--- config.mk ---
export PLATFORM = sky130hd
export DESIGN_NAME = des_f_function_pipe_flat
export DESIGN_NICKNAME = d
export VERILOG_FILES = /design/src/rtl/des_f_function_pipe_if.sv /design/src/rtl/des_f_function_pipe.sv /design/src/flat_wrapper.sv
export SDC_FILE = /design/constraint.sdc
export NUM_CORES = 1
export LEC_CHECK = 0
export CORE_AREA = 2 2 141 143
export CTS_CLUSTER_DIAMETER = 50
export DETAILED_ROUTE_END_ITERATION = 6
export DIE_AREA = 0 0 143 145
export PLACE_DENSITY = 0.68
export SLEW_MARGIN = 0
export SYNTH_ARGS = -nofsm -noshare
export SYNTH_HDL_FRONTEND = slang
export SYNTH_SLANG_ARGS = --single-unit
--- constraint.sdc ---
create_clock -name clk -period 4.45 [get_ports clk]
set_input_delay 0.445 -clock clk [delete_from_list [all_inputs] [get_ports clk]]
set_output_delay 0.445 -clock clk [all_outputs]
set_load 0.02 [all_outputs]
--- src/rtl/des_f_function_pipe_if.sv ---
// Upstream and downstream handshake bundle for the pipelined DES round function.
// The pipe connects through the slave modport; the driving side uses master.
interface des_f_function_pipe_if;
    logic        in_valid;
    logic        in_ready;
    logic [31:0] r_in;
    logic [47:0] k_in;
    logic        out_valid;
    logic        out_ready;
    logic [31:0] f_out;
    logic [31:0] s_out;

    modport slave (
        input  in_valid,
        input  r_in,
        input  k_in,
        input  out_ready,
        output in_ready,
        output out_valid,
        output f_out,
        output s_out
    );

    modport master (
        output in_valid,
        output r_in,
        output k_in,
        output out_ready,
        input  in_ready,
        input  out_valid,
        input  f_out,
        input  s_out
    );
endinterface

--- src/rtl/des_f_function_pipe.sv ---
// Two-stage DES round function f(R,K): stage 1 registers E(R)^K,
// stage 2 registers the S-box outputs and their P permutation.
module des_f_function_pipe (
    input  logic                  clk,
    input  logic                  rst_n,
    des_f_function_pipe_if.slave  bus
);

    // One 64-bit word per S-box row: nibble 15 (MSBs) is column 0.
    // Word index is {box[2:0], row[1:0]}, box 0 = S1.
    localparam logic [63:0] SBOX_ROWS [32] = '{
        64'hE4D12FB83A6C5907, 64'h0F74E2D1A6CB9538,
        64'h41E8D62BFC973A50, 64'hFC8249175B3EA06D,
        64'hF18E6B34972DC05A, 64'h3D47F28EC01A69B5,
        64'h0E7BA4D158C6932F, 64'hD8A13F42B67C05E9,
        64'hA09E63F51DC7B428, 64'hD709346A285ECBF1,
        64'hD6498F30B12C5AE7, 64'h1AD069874FE3B52C,
        64'h7DE3069A1285BC4F, 64'hD8B56F03472C1AE9,
        64'hA690CB7DF13E5284, 64'h3F06A1D8945BC72E,
        64'h2C417AB6853FD0E9, 64'hEB2C47D150FA3986,
        64'h421BAD78F9C5630E, 64'hB8C71E2D6F09A453,
        64'hC1AF92680D34E75B, 64'hAF427C9561DE0B38,
        64'h9EF528C3704A1DB6, 64'h432C95FABE17608D,
        64'h4B2EF08D3C975A61, 64'hD0B7491AE35C2F86,
        64'h14BDC37EAF680592, 64'h6BD814A7950FE23C,
        64'hD2846FB1A93E50C7, 64'h1FD8A374C56B0E92,
        64'h7B419CE206ADF358, 64'h21E74A8DFC90356B
    };

    function automatic logic [3:0] sbox_lookup(input logic [2:0] box,
                                               input logic [5:0] grp);
        logic [63:0] row_word;
        logic [3:0]  col;
        row_word = SBOX_ROWS[{box, grp[5], grp[0]}];
        col      = grp[4:1];
        return row_word[{~col, 2'b00} +: 4];
    endfunction

    logic        s1_valid;
    logic        s2_valid;
    logic [47:0] x1_q;
    logic [31:0] s_q;
    logic [31:0] f_q;

    logic        adv2;
    logic        accept;
    logic        pop;
    logic [47:0] e_r;
    logic [31:0] s_next;
    logic [31:0] f_next;

    // Handshake: a transfer happens on a rising edge where valid & ready are
    // both high; ready never depends on valid of the same side, data is held
    // stable by the sender until the transfer, and the pipe never drops or
    // repeats a transfer. Stage 2 moves when it is empty or being popped.
    assign adv2         = s1_valid & (~s2_valid | bus.out_ready);
    assign bus.in_ready = ~s1_valid | adv2;
    assign accept       = bus.in_valid & bus.in_ready;
    assign pop          = s2_valid & bus.out_ready;

    // E expansion; DES bit n lives at r_in[32-n].
    assign e_r = {bus.r_in[0],     bus.r_in[31:27],
                  bus.r_in[28:23], bus.r_in[24:19],
                  bus.r_in[20:15], bus.r_in[16:11],
                  bus.r_in[12:7],  bus.r_in[8:3],
                  bus.r_in[4:0],   bus.r_in[31]};

    always_comb begin
        s_next = '0;
        for (int i = 0; i < 8; i++) begin
            s_next[31-4*i -: 4] = sbox_lookup(i[2:0], x1_q[47-6*i -: 6]);
        end
    end

    // P permutation written as f[32-j] = s[32-P(j)] for j = 1..32.
    assign f_next = {s_next[16], s_next[25], s_next[12], s_next[11],
                     s_next[3],  s_next[20], s_next[4],  s_next[15],
                     s_next[31], s_next[17], s_next[9],  s_next[6],
                     s_next[27], s_next[14], s_next[1],  s_next[22],
                     s_next[30], s_next[24], s_next[8],  s_next[18],
                     s_next[0],  s_next[5],  s_next[29], s_next[23],
                     s_next[13], s_next[19], s_next[2],  s_next[26],
                     s_next[10], s_next[21], s_next[28], s_next[7]};

    always_ff @(posedge clk or negedge rst_n) begin
        if (!rst_n) begin
            s1_valid <= 1'b0;
            x1_q     <= '0;
        end else begin
            if (accept) begin
                s1_valid <= 1'b1;
                x1_q     <= e_r ^ bus.k_in;
            end else if (adv2) begin
                s1_valid <= 1'b0;
            end
        end
    end

    always_ff @(posedge clk or negedge rst_n) begin
        if (!rst_n) begin
            s2_valid <= 1'b0;
            s_q      <= '0;
            f_q      <= '0;
        end else begin
            if (adv2) begin
                s2_valid <= 1'b1;
                s_q      <= s_next;
                f_q      <= f_next;
            end else if (pop) begin
                s2_valid <= 1'b0;
            end
        end
    end

    assign bus.out_valid = s2_valid;
    assign bus.s_out     = s_q;
    assign bus.f_out     = f_q;

endmodule

--- src/flat_wrapper.sv ---
// flat-port wrapper written by rule: the top's interface ports become plain ports
module des_f_function_pipe_flat 
  (clk, rst_n, bus_in_valid, bus_r_in, bus_k_in, bus_out_ready, bus_in_ready, bus_out_valid, bus_f_out, bus_s_out);
  des_f_function_pipe_if bus_i ();
  input  logic clk;
  input  logic rst_n;
  input wire logic [$bits(bus_i.in_valid)-1:0] bus_in_valid;
  input wire logic [$bits(bus_i.r_in)-1:0] bus_r_in;
  input wire logic [$bits(bus_i.k_in)-1:0] bus_k_in;
  input wire logic [$bits(bus_i.out_ready)-1:0] bus_out_ready;
  output wire logic [$bits(bus_i.in_ready)-1:0] bus_in_ready;
  output wire logic [$bits(bus_i.out_valid)-1:0] bus_out_valid;
  output wire logic [$bits(bus_i.f_out)-1:0] bus_f_out;
  output wire logic [$bits(bus_i.s_out)-1:0] bus_s_out;
  assign bus_i.in_valid = bus_in_valid;
  assign bus_i.r_in = bus_r_in;
  assign bus_i.k_in = bus_k_in;
  assign bus_i.out_ready = bus_out_ready;
  assign bus_in_ready = bus_i.in_ready;
  assign bus_out_valid = bus_i.out_valid;
  assign bus_f_out = bus_i.f_out;
  assign bus_s_out = bus_i.s_out;
  des_f_function_pipe u_core (.clk(clk), .rst_n(rst_n), .bus(bus_i));
endmodule
==> impl_metrics.ini, run 1 <==
[floorplan]
die-width_um = 143
dieHeight_um = 145
initial_utilization_pct = 44.60
pin_count = 150
die_area_um2 = 20740
num_rows = 51
coreArea_um2 = 19210

[clock_network]
insertion_delay_ns = 0.35
cts-root-buf = clkbuf_16
postCtsSetupRepairBufs = 0
ctsHtreeMaxLevel = 3
ctsHoldBuffers = 0
cts_tree = yes
post_cts_resized = 0
ctsLongestPathBuffers = 2
cts.sinks = 82
cts_made_buffers = 9
clk_pin_slew_worst_paths_ns = 0.07

[global_routing]
first_global_vias = 6780
grt_pass1_wl_um = 34800
grt_antenna_before_repair = 0
grt_usage_pct = 20.36
overflow = 0
grt_max_degree = 97

[route]
drt-total-wl_um = 21240
vias_per_cell = 5.665
ant_nets = 0
route.vias.total = 7829
routedWlPerCell_um = 15.37
drtIter0Drc = 578
first_pass_iters = 5
drc = 0

[cells_and_area]
layout.nets = 1259
design_area_um2 = 10050
antenna_cells = 0
drive_gt1_share_pct = 4.745
final_cell_mix = clkdlybuf4s50_1 (148), nor2_1 (105), nand2_1 (91)
stdcell_count = 1382
area_growth_pct = 17.37
final_common_cell = clkdlybuf4s50_1

[critical_path]
reg2reg_to = u_core.bus.f_out[6]
r2r_setup_slack_ns = 2.06
end_kind = flip-flop
worstPathMaxFanout = 11
r2r_start = u_core.x1_q[29]
reg2reg_depth = 7
crit_type = flip-flop to flip-flop
cp.required_ns = 4.68
start_kind = flip-flop
crit_arrival_ns = 2.62

[logic_synthesis]
ys_seq_area_share_pct = 23.96
synthCells = 1071
synth_top_area_cell = dfrtp_1
synth_nets = 1218
async_flop_share_pct = 100.0
synth-seq-cells = 82
synthesis.area_um2 = 8566
ys_warn_count = 0
ys_dominant_reg_cell = dfrtp_1
avgSynthCellArea_um2 = 7.998
ys_types = 77
synth_top_area_share_pct = 23.96
synth-edff-count = 0
yosys-top-cells-area = dfrtp_1 (24%), ha_1 (9.2%), nor2_1 (4.6%), mux4_2 (4.5%), a21oi_1 (4.4%)

[flow_run]
cap_violations = 0

[pwr]
powerDensity_nw_per_um2 = 445.9
power_mw = 4.483
irDropWorstVdd_mv = 0.2303
p_leak_nw = 4.007

[timing]
slew_viol_final = 0
worst_pin_slew_ns = 1.091
rsz0062_at_grt = no
timing.setup.tns_ns = 0
worst_clock_skew_ns = 0.01242
timing.slew.headroom_pct = 27.29
finalSetupViolCount = 0
hold_viol = 0
period_minus_slack_ns = 2.389
fin_crit_sh_pct = 53.69
fmax_ghz = 0.4186

[placement]
hpwlAfterDp_um = 14770
gp_congestion = 0.8979
postPlaceCellArea_um2 = 9757
numPortBuffers = 149
dp_cells = 1366

[status]
outcome = finished, final reports clean

[min_path]
min_path_type = primary input to async pin
worst max path at each step:
| stage | start | to | slack [ns] | cells after the start |
|---|---|---|---|---|
| 6_report | u_core.x1_q[29] | u_core.bus.f_out[6] | 2.06 | 7 |
| 5_1_grt | u_core.x1_q[23] | u_core.bus.f_out[29] | 1.76 | 7 |
| 4_1_cts | u_core.x1_q[23] | u_core.bus.f_out[29] | 2.07 | 7 |
| 3_5_place_dp | bus_out_ready | u_core.bus.f_out[0] | 1.85 | 6 |
| 3_3_place_gp | bus_out_ready | u_core.bus.f_out[0] | 1.89 | 6 |
| 2_1_floorplan | u_core.x1_q[17] | u_core.bus.f_out[3] | 2.35 | 8 |
stage by stage:
stage                     worst slack [ns]  hold WS (ns)  utilization [%]
after floorplan                      2.353        0.1494                -
after global placement               1.894        0.4842            50.80
after detailed placement             1.854        0.4831            50.80
after CTS                            2.071        0.1037            52.34
after global routing                 1.757        0.1344            52.34
final                                2.061       0.09171            52.34
synthesized netlist by cell type, drive strengths merged, types with 4 or more instances:
cell       n
nor2     106
nand2     92
buf       89
dfrtp     82
o21ai     78
a21oi     76
ha        63
inv       43
xor2      37
clkbuf    33
nor2b     27
xnor2     26
nand2b    24
nor3      24
o211ai    22
a31oi     21
a211oi    20
mux2i     18
mux4      17
a2111oi   11
nand3     11
a311oi    10
mux2       8
nor4       8
nand3b     7
nor3b      7
a221oi     6
nand4      6
o22ai      6
a211o      5
a311o      5
o2111ai    5
o31ai      5
or2        5
a21boi     4
a32oi      4
o211a      4
o21a       4
o221ai     4
o311ai     4
power by group:
group / internal [mW] / total (mW) / leakage, nW / switching, mW
logic: 1.16 / 2.32 / 2.91 / 1.16
clock network: 0.449 / 0.765 / 0.149 / 0.316
registers: 0.931 / 1.40 / 0.944 / 0.472
layer usage:
metal  global-route usage (%)  part of all wire (%)
met1                    29.63                    46
met2                    31.60                    47
met3                    3.069                   5.7
met4                    5.050                   1.2
met5                        0                     0
layout make-up:
class	count	area (µm²)
Clock buffer	11	242.7
Sequential cell	82	2052
Fill cell	1774	9154
Multi-Input combinational cell	822	5693
Timing Repair Buffer	152	1511
Clock inverter	5	53.80
Tap cell	265	331.6
Inverter	45	168.9
state kept, by name (all words and copies together) (netlist names):
| register | cells |
|---|---|
| u_core.x1_q | 48 |
| u_core.bus.out_valid | 1 |
| u_core.bus.s_out | 1 |
| u_core.s1_valid | 1 |
| u_core.bus.f_out | 31 |
critical path, cell delays in order (launching register included):
cell,delay [ns]
dfrtp_1,0.61
inv_2,0.14
ha_1,0.39
nor2b_1,0.19
o21bai_1,0.20
mux4_2,0.47
a22oi_1,0.17
o21ai_1,0.08
kinds of logic (layout without fill, tap and decap cells):
group | count (synthesis) | count (layout) | synth area share [%]
AOI/OAI and AO/OA | 319 | 319 | 24.48
buffers and inverters | 167 | 213 | 9.685
muxes | 43 | 43 | 7.625
and+or+nand+nor | 334 | 334 | 18.61
DFF | 82 | 82 | 23.96
xor gates and xnor gates | 63 | 63 | 6.442
adders and majority gates | 63 | 63 | 9.203
(Power assumes the default switching activity.)
==> inputs of run 2 (changes only) <==
==> constraint.sdc (replaced) <==
create_clock -name clk -period 2.5 [get_ports clk]
set_input_delay 0.25 -clock clk [delete_from_list [all_inputs] [get_ports clk]]
set_output_delay 0.25 -clock clk [all_outputs]
set_load 0.02 [all_outputs]
==> impl_metrics.ini, run 2 (synthesized netlist as in run 1, its figures left out) <==
[min_path]
min_path_type = primary input to async pin

[critical_path]
cp.required_ns = 2.72
crit_arrival_ns = 2.47
crit_type = flip-flop to flip-flop
worstPathMaxFanout = 13
end_kind = flip-flop
start_kind = flip-flop

[cells_and_area]
final_cell_mix = clkdlybuf4s50_1 (148), nor2_1 (105), nand2_1 (91)
seq_area_um2 = 2052
area_growth_pct = 20.49
drive_gt1_share_pct = 6.906
largest_reg_flops = 48
fillers = 1817
layout.nets = 1286
multi_input_area_um2 = 5693
final_common_cell = clkdlybuf4s50_1
final_core_util_pct = 53.74
regMostFlops = u_core.x1_q

[timing]
slew_viol_final = 0
timing.setup.tns_ns = 0
rsz0062_at_grt = no
period_minus_slack_ns = 2.249
finalSetupViolCount = 0
fmax_ghz = 0.4447
worst_pin_slew_ns = 0.9922
hold_viol = 0
fin_crit_sh_pct = 89.96
worst_clock_skew_ns = 0.006838
timing.slew.headroom_pct = 33.85

[clock_network]
postCtsSetupRepairBufs = 0
ctsLongestPathBuffers = 2
cts.sinks = 82
clk_pin_slew_worst_paths_ns = 0.06
insertion_delay_ns = 0.35
ctsHtreeMaxLevel = 3
cts_made_buffers = 9
cts_tree = yes
cts-root-buf = clkbuf_16

[global_routing]
grt_antenna_before_repair = 1
grt_pass1_wl_um = 36490
first_global_vias = 7246
overflow = 0
grt_max_degree = 48
grt_usage_pct = 21.40

[placement]
hpwlAfterDp_um = 16280
numPortBuffers = 149
gp_congestion = 0.9083

[route]
ant_nets = 0
drtIter0Drc = 551
route.vias.total = 8025
drc = 0
vias_per_cell = 5.691
drt-total-wl_um = 22170
first_pass_iters = 5
routedWlPerCell_um = 15.72

[pwr]
powerDensity_nw_per_um2 = 788.5
irDropWorstVdd_mv = 0.4782
p_leak_nw = 4.150

[floorplan]
initial_utilization_pct = 44.60
coreArea_um2 = 19210
pin_count = 150
dieHeight_um = 145
die-width_um = 143
die_area_um2 = 20740
num_rows = 51

[flow_run]
cap_violations = 0

[status]
outcome = finished, final reports clean
run 2: cell count changes in the layout (fill, tap and decap cells not counted), sizes merged:
cell         delta
clkbuf          +1
buf            +26
dlygate4sd3     +1
clkinvlp        +2
clkinv          -3
diode           +1
run 2: metrics by stage:
| step | cell area [µm²] | instances | worst slack [ns] | power [mW] | hold WS, ns |
|---|---|---|---|---|---|
| 2_1_floorplan | 8566 | 1071 | 0.4027 | 5.382 | -0.04559 |
| 3_3_place_gp | 10000 | 1392 | 0.3796 | 6.706 | 0.2594 |
| 3_5_place_dp | 10000 | 1392 | 0.2840 | 6.751 | 0.2569 |
| 4_1_cts | 10320 | 1409 | 0.2648 | 8.181 | 0.4360 |
| 5_1_grt | 10320 | 1409 | 0.03080 | 8.726 | 0.4620 |
| 6_report | 10320 | 1410 | 0.2511 | 8.138 | 0.4031 |
run 2: metal layers:
metal / track usage (%) / vias up / share of wire, %
met5: 0 / - / 0
met4: 5.149 / 0 / 1.5
met3: 3.465 / 27 / 6.2
met2: 35.41 / 269 / 48
met1: 29.16 / 3779 / 44
li1: - / 3950 / -
run 2: final timing paths:
path / from / endpoint / slack, ns / depth (start not counted)
worst min-delay path: rst_n / u_core.x1_q[39] / 0.40 / 2
worst min register to register: u_core.s1_valid / u_core.bus.out_valid / 0.52 / 1
min in group clk: u_core.s1_valid / u_core.bus.out_valid / 0.52 / 1
max in group asynchronous: rst_n / u_core.x1_q[12] / 1.46 / 3
worst max-delay path: u_core.x1_q[18] / u_core.bus.f_out[29] / 0.25 / 7
worst max register to register: u_core.x1_q[18] / u_core.bus.f_out[29] / 0.25 / 7
run 2: repair_timing:
item,4_1_cts,5_1_grt
hold endpoints to repair,35,0
resized for setup,0,0
hold buffers,1,0
run 2: area by class of cell:
cell class                 count  area share [%]
antenna                        1         0.02425
clock buffer                  12           2.485
clock inverter                 4          0.4849
inverter                      45           1.637
multi-input combinational    822           55.16
sequential                    82           19.88
tap                          265           3.213
timing repair buffer         179           17.12
run 2: critical path, cell delays in order, from the launching register on:
cell and delay (ns):
dfrtp_1 0.48, inv_1 0.18, ha_1 0.53, nand2b_1 0.17
a21oi_1 0.15, a311oi_1 0.06, a2111oi_0 0.44, nor3_1 0.10
run 2: power breakdown:
part / leakage (nW) / total, mW / internal [mW] / switching (mW)
Sequential: 0.944 / 2.35 / 1.66 / 0.685
Clock: 0.145 / 1.40 / 0.828 / 0.569
Combinational: 3.06 / 4.40 / 2.15 / 2.24
==> inputs of run 3 (changes only) <==
--- a/config.mk
+++ b/config.mk
@@ -5,11 +5,13 @@
 export SDC_FILE = /design/constraint.sdc
 export NUM_CORES = 1
 export LEC_CHECK = 0
-export CORE_AREA = 2 2 141 143
+export CELL_PAD_IN_SITES_DETAIL_PLACEMENT = 1
+export CELL_PAD_IN_SITES_GLOBAL_PLACEMENT = 1
+export CORE_AREA = 2 2 189 191
 export CTS_CLUSTER_DIAMETER = 50
 export DETAILED_ROUTE_END_ITERATION = 6
-export DIE_AREA = 0 0 143 145
-export PLACE_DENSITY = 0.68
+export DIE_AREA = 0 0 191 193
+export PLACE_DENSITY = 0.54
 export SLEW_MARGIN = 0
 export SYNTH_ARGS = -nofsm -noshare
 export SYNTH_HDL_FRONTEND = slang
==> impl_metrics.ini, run 3 (synthesized netlist as in run 1, its figures left out) <==
[pwr]
powerDensity_nw_per_um2 = 780.2
p_leak_nw = 4.213
irDropWorstVdd_mv = 0.3545

[floorplan]
num_rows = 69
die_area_um2 = 36860
die-width_um = 191
coreArea_um2 = 34960
pin_count = 150
initial_utilization_pct = 24.50
dieHeight_um = 193

[clock_network]
cts_tree = yes
clk_pin_slew_worst_paths_ns = 0.07
cts.sinks = 82
cts_made_buffers = 9
postCtsSetupRepairBufs = 0
insertion_delay_ns = 0.35
cts-root-buf = clkbuf_16
ctsHtreeMaxLevel = 3
ctsLongestPathBuffers = 2

[route]
drc = 0
route.vias.total = 8185
routedWlPerCell_um = 17.46
vias_per_cell = 5.049
first_pass_iters = 4
ant_nets = 0
drt-total-wl_um = 28310
drtIter0Drc = 492

[cells_and_area]
layout.nets = 1302
area_growth_pct = 24.39
fillers = 4145
regMostFlops = u_core.x1_q
design_area_um2 = 10660
final_cell_mix = clkdlybuf4s50_1 (148), nor2_1 (105), nand2_1 (90)
drive_gt1_share_pct = 8.448
antenna_cells = 0
largest_reg_flops = 48
final_core_util_pct = 30.47
final_common_cell = clkdlybuf4s50_1

[global_routing]
first_global_vias = 8250
grt_pass1_wl_um = 45480
grt_max_degree = 50
grt_usage_pct = 15.37
overflow = 0
grt_antenna_before_repair = 0

[timing]
slew_viol_final = 0
fmax_ghz = 0.4468
worst_pin_slew_ns = 0.8800
worst_clock_skew_ns = 0.01124
hold_viol = 0
finalSetupViolCount = 0
period_minus_slack_ns = 2.238
rsz0062_at_grt = no
fin_crit_sh_pct = 89.53
timing.setup.tns_ns = 0
timing.slew.headroom_pct = 41.34

[critical_path]
r2r_start = u_core.x1_q[30]
crit_type = flip-flop to flip-flop
crit_arrival_ns = 2.48
reg2reg_depth = 7
r2r_setup_slack_ns = 0.26
start_kind = flip-flop
reg2reg_to = u_core.bus.f_out[26]
cp.required_ns = 2.74
worstPathMaxFanout = 11
end_kind = flip-flop

[min_path]
min_path_type = primary input to async pin

[placement]
numPortBuffers = 149
postPlaceCellArea_um2 = 10360
hpwlAfterDp_um = 20750
gp_congestion = 0.8212

[status]
outcome = finished, final reports clean

[flow_run]
cap_violations = 0
## run 3: power breakdown
part / internal [mW] / switching (mW) / total (mW)
logic: 2.20 / 2.41 / 4.62
registers: 1.66 / 0.688 / 2.35
clock network: 0.729 / 0.618 / 1.35
## run 3: routing by layer
metal / GRT usage [%] / wire, µm / vias up
met5: 0 / 0 / -
li1: - / - / 3982
met1: 21.21 / 13600 / 4000
met3: 2.100 / 1260 / 18
met2: 25.46 / 13180 / 185
met4: 3.459 / 268 / 0
## run 3: worst max path at each step
stage,endpoint,cells after the start,from
4_1_cts,u_core.bus.f_out[5],7,u_core.x1_q[5]
3_5_place_dp,u_core.bus.f_out[25],6,u_core.x1_q[11]
3_3_place_gp,u_core.bus.f_out[26],7,u_core.x1_q[30]
5_1_grt,u_core.bus.f_out[25],6,u_core.x1_q[11]
6_report,u_core.bus.f_out[26],7,u_core.x1_q[30]
2_1_floorplan,u_core.bus.f_out[3],8,u_core.x1_q[17]
## run 3: final cells by class
class | count | area [µm²] | area share (%)
clock buffer | 12 | 256.5 | 2.407
timing repair buffer | 195 | 1874 | 17.59
tap | 461 | 576.8 | 5.413
multi-input combinational | 822 | 5699 | 53.49
sequential | 82 | 2053 | 19.27
inverter | 45 | 168.9 | 1.585
clock inverter | 4 | 26.28 | 0.2466
## run 3: what timing repair did
item / in CTS / in global routing
hold buffers: 1 / 0
gates resized for setup: 0 / 3
hold endpoints to repair: 33 / 0
endpoints found under the setup margin: 0 / 3
## run 3: stage by stage
stage          cells  power, mW  worst slack [ns]  hold WS [ns]
3_5_place_dp    1604      7.021            0.2285        0.2780
4_1_cts         1621      8.438            0.2177        0.4321
3_3_place_gp    1604      6.986            0.2974        0.2656
5_1_grt         1621      8.989          0.008493        0.4570
2_1_floorplan   1071      5.382            0.4027      -0.04559
6_report        1621      8.313            0.2618        0.4042
## run 3: critical path, cell delays in order (launching register included)
cell	delay, ns
dfrtp_1	0.48
inv_1	0.16
ha_1	0.46
and2_1	0.23
a22o_1	0.23
nor4_1	0.22
nor3_1	0.09
a32o_1	0.27
